<file path="config.mk">
export PLATFORM = sky130hd
export DESIGN_NAME = pclk_rate_ctrl
export DESIGN_NICKNAME = d
export VERILOG_FILES = /design/src/rtl/pclk_rate_ctrl.sv
export SDC_FILE = /design/constraint.sdc
export NUM_CORES = 1
export LEC_CHECK = 0
export ABC_AREA = 1
export CAP_MARGIN = 20
export CORE_MARGIN = 2
export CORE_UTILIZATION = 57
export CTS_BUF_LIST = sky130_fd_sc_hd__clkbuf_16
export CTS_CLUSTER_DIAMETER = 80
export DETAILED_ROUTE_END_ITERATION = 10
export PLACE_DENSITY = 0.87
export SLEW_MARGIN = 40
export SYNTH_ARGS = -nofsm -noshare
export SYNTH_HDL_FRONTEND = slang
export SYNTH_SLANG_ARGS = --single-unit
</file>
<file path="constraint.sdc">
create_clock -name PCLK -period 3.2 [get_ports PCLK]
set_clock_uncertainty 0.2 [all_clocks]
set_input_delay 0.64 -clock PCLK [delete_from_list [all_inputs] [get_ports PCLK]]
set_output_delay 0.64 -clock PCLK [all_outputs]
set_load 0.01 [all_outputs]
</file>
<file path="src/rtl/pclk_rate_ctrl.sv">
// PCLK-domain rate controller: sequences power-up and DataBusWidth changes, then pulses PhyStatus.
// Optional macro PCLK_RATE_ERR_EN adds the sticky Width_Err flag for illegal width requests.
module pclk_rate_ctrl #(
   parameter int POWERUP_CYCLES = 16,
   parameter int SETTLE_CYCLES  = 8,
   parameter int CNT_W          = 8,
   parameter int DEFAULT_WIDTH  = 8
) (
   input  logic       PCLK,
   input  logic       Rst,
   input  logic [5:0] Width_Req,
   input  logic       Width_Req_Valid,
   output logic [5:0] DataBusWidth,
   output logic       PhyStatus,
   output logic       Phy_Ready,
`ifdef PCLK_RATE_ERR_EN
   output logic       Busy,
   output logic       Width_Err
`else
   output logic       Busy
`endif
);

   localparam logic [1:0] ST_POWERUP = 2'd0;
   localparam logic [1:0] ST_STATUS  = 2'd1;
   localparam logic [1:0] ST_IDLE    = 2'd2;
   localparam logic [1:0] ST_SETTLE  = 2'd3;

   localparam logic [CNT_W-1:0] POWERUP_LAST = CNT_W'(POWERUP_CYCLES - 1);
   localparam logic [CNT_W-1:0] SETTLE_LAST  = CNT_W'(SETTLE_CYCLES - 1);
   localparam logic [5:0]       RESET_WIDTH  = 6'(DEFAULT_WIDTH);

   logic [1:0]       state;
   logic [CNT_W-1:0] cnt;
   logic             req_legal;
   logic             req_same;

   assign req_legal = (Width_Req == 6'd8) || (Width_Req == 6'd16) || (Width_Req == 6'd32);
   assign req_same  = (Width_Req == DataBusWidth);

   // Counters compare against param-1 before incrementing, so the Nth edge fires the pulse.
   always_ff @(posedge PCLK or posedge Rst) begin
      if (Rst) begin
         state        <= ST_POWERUP;
         cnt          <= '0;
         DataBusWidth <= RESET_WIDTH;
         PhyStatus    <= 1'b0;
         Phy_Ready    <= 1'b0;
         Busy         <= 1'b1;
`ifdef PCLK_RATE_ERR_EN
         Width_Err    <= 1'b0;
`endif
      end else begin
         case (state)
            ST_POWERUP: begin
               cnt <= cnt + CNT_W'(1);
               if (cnt == POWERUP_LAST) begin
                  state     <= ST_STATUS;
                  PhyStatus <= 1'b1;
               end
            end
            ST_STATUS: begin
               state     <= ST_IDLE;
               PhyStatus <= 1'b0;
               Phy_Ready <= 1'b1;
               Busy      <= 1'b0;
            end
            ST_IDLE: begin
               if (Width_Req_Valid) begin
                  if (req_legal && !req_same) begin
                     state        <= ST_SETTLE;
                     DataBusWidth <= Width_Req;
                     Phy_Ready    <= 1'b0;
                     Busy         <= 1'b1;
                     cnt          <= '0;
                  end else if (req_legal) begin
                     state     <= ST_STATUS;
                     PhyStatus <= 1'b1;
                     Busy      <= 1'b1;
                  end
`ifdef PCLK_RATE_ERR_EN
                  else begin
                     Width_Err <= 1'b1;
                  end
`endif
               end
            end
            ST_SETTLE: begin
               cnt <= cnt + CNT_W'(1);
               if (cnt == SETTLE_LAST) begin
                  state     <= ST_STATUS;
                  PhyStatus <= 1'b1;
               end
            end
            default: begin
               state <= ST_POWERUP;
            end
         endcase
      end
   end

endmodule

</file>
==> reports/qor.yml <==
outcome:
  status: "completed"
logic_synthesis:
  syn-num-nets: 186
  synth_seq_area_share_pct: 40.2
  synth_cell_type_count: 19
  yosys_warnings: 0
  synth-seq-cells: 19
  synth_area_leaders: "dfrtp_1 (36%), nand2_1 (20%), inv_1 (7.6%), nand3_1 (6.3%), nor2_1 (5.7%)"
  syn_inst: 172
  synth_area_leader_cell: "dfrtp_1"
  synth.cell_area_um2: 1190
  synth_top_area_share_pct: 35.8
  postSynthAreaPerCell_um2: 6.92
clocking:
  htreeDepth: 1
  cts_inserted_buffers: 3
  cts_resized: 0
  cts_setup_buffers: 0
  cts.clk_slew.worst_paths_ns: 0.05
  cts.sinks: 19
  cts_tree: "yes"
  cts-hold-fix-buffers: 0
  cts_max_path_buffers: 2
  cts_root_buf: "clkbuf_16"
  clkLatencyLatePin_ns: 0.25
sta:
  finalSetupTns_ns: 0
  fin_ws_ns: 0.980
  slew_viol_final: 0
  worst_slew_pin_slew_ns: 0.705
  fmax_ghz: 0.450
  setup_viol: 0
  hold_viol_final: 0
  rsz0062_at_grt: "false"
  relSlewSlack_pct: 52.7
  finalCritPeriodShare_pct: 69.4
  finalCriticalPeriod_ns: 2.22
grt:
  grt_first_pass_wirelength_um: 4620
  antenna_found_initial: 0
  grt-ovfl-total: 0
  grt_usage_pct: 24.2
  grt_pass1_vias: 1079
  grt_start_max_net_pins: 20
power_and_ir_drop:
  power.leakage_nw: 0.772
  total_power_mw: 1.02
  power_density_nw_per_um2: 701
  ir_drop_mv: 0.481
critical_path:
  cp-start-kind: "input pin"
  worstPathArrival_ns: 2.21
  critical-path-slowest-cell: "clkdlybuf4s50_1"
  crit_path_cell_trace: "clkdlybuf4s50_1 -> nor2_2 -> nor2_1 -> nand2_1 -> a21oi_4 -> nand3_4 -> nand2_2 -> nand2_1 -> nand2_1"
  crit_buf_inv: 1
  startpoint: "Width_Req[4]"
  worstPathMaxFanout: 17
  r2r-start: "state[0]"
  end_kind: "flip-flop"
  worstSetupPathType: "input pin to flip-flop"
  worst_path_largest_cell_delay_ns: 0.56
  required_ns: 3.19
  cp_top_family: "simple AND/OR/NAND/NOR gates"
  crit_top_cell: "nand2_1"
routing:
  drt_iter0_markers: 55
  wl_per_cell_um: 12.5
  finalWirelength_um: 2740
  dr.pass1.iters: 4
  ant_nets: 0
  via_count: 1161
  viasPerCell: 5.30
  drc: 0
die:
  dieArea_um2: 2470
  die_w_um: 49.7
  fp-row-count: 16
  core_um2: 1960
  die_h_um: 49.7
  ios: 18
  start_util_pct: 60.7
placed_design:
  gp_congestion: 0.844
  place_area_um2: 1380
  hpwlAfterDp_um: 1970
  place_ws_ns: 0.736
  io_buffers: 17
min_path:
  hold_class: "flip-flop to flip-flop"
  min-delay-start: "PhyStatus"
finish:
  antenna-diode-count: 0
  layout_commonest_cell: "nand2_1"
  drive_above_1_share_pct: 8.33
  final_cell_mix: "nand2_1 (64), inv_1 (24), nor2_1 (18), dfrtp_1 (17), clkdlybuf4s50_1 (17)"
  fin_nets: 207
  final.fill_count: 161
  final_area_um2: 1460
  area_growth_pct: 22.8
job:
  cap_violations: 0
## state kept, by name (all words and copies together), names as in the netlist
signal and flops:
cnt 8, PhyStatus 1, Phy_Ready 1, DataBusWidth 6, Busy 1, state 2
## final cells by class
class	instances	area (um^2)	area share, %
Inverter	26	97.6	6.68
Tap cell	27	33.8	2.31
Timing Repair Buffer	17	170	11.6
Multi-Input combinational cell	126	603	41.3
Clock inverter	1	3.75	0.257
Clock buffer	3	75.1	5.14
Sequential cell	19	478	32.7
## routing by layer
layer	vias up	GRT usage [%]	wire length, um	part of all wire (%)
li1	570	-	-	-
met1	543	29.5	1120	41
met2	44	43.8	1420	52
met3	4	2.73	155	5.7
met4	0	8.33	36	1.3
met5	-	0	0	0
## cell families (layout without fill, tap and decap cells)
group                      count (synthesis)  count (layout)  share of synthesized area [%]
and+or+nand+nor                          106             106                           37.5
buffers and inverters                     27              47                           9.15
DFF                                       19              19                           40.2
AOI/OAI and AO/OA                         15              15                           7.89
adders and majority gates                  5               5                           5.26
## worst paths after layout
kind | to | cells after the start | slack [ns]
min | PhyStatus | 2 | 0.29
min reg2reg | PhyStatus | 2 | 0.29
min in group asynchronous | state[0] | 2 | 0.53
max reg2reg | cnt[6] | 7 | 1.28
max | cnt[6] | 9 | 0.98
max in group asynchronous | DataBusWidth[3] | 2 | 1.91
## worst min-delay path, cell delays in order (launching register included)
cell,delay [ns]
dfrtp_1,0.34
nand2_1,0.06
nand2_1,0.05
## where the power goes
part	switching, mW	total [mW]	internal (mW)
logic	0.262	0.423	0.161
clock network	0.0855	0.252	0.166
registers	0.0489	0.350	0.301
total	0.397	1.02	0.628
## cell usage after synthesis, drive strengths merged
cell   instances
nor3           3
o21ai         12
nand3         16
or2            1
ha             5
a21oi          3
nor2          21
nand2         65
dfstp          2
buf            1
dfrtp         17
inv           26
## per-stage QoR
stage          instances  utilization [%]  hold WS (ns)
4_1_cts              219             74.5         0.289
6_report             219             74.5         0.292
2_1_floorplan        172                -         0.276
3_5_place_dp         215             70.5         0.280
5_1_grt              219             74.5         0.323
3_3_place_gp         215             70.5         0.254
Power figures use the tool's default switching activity.
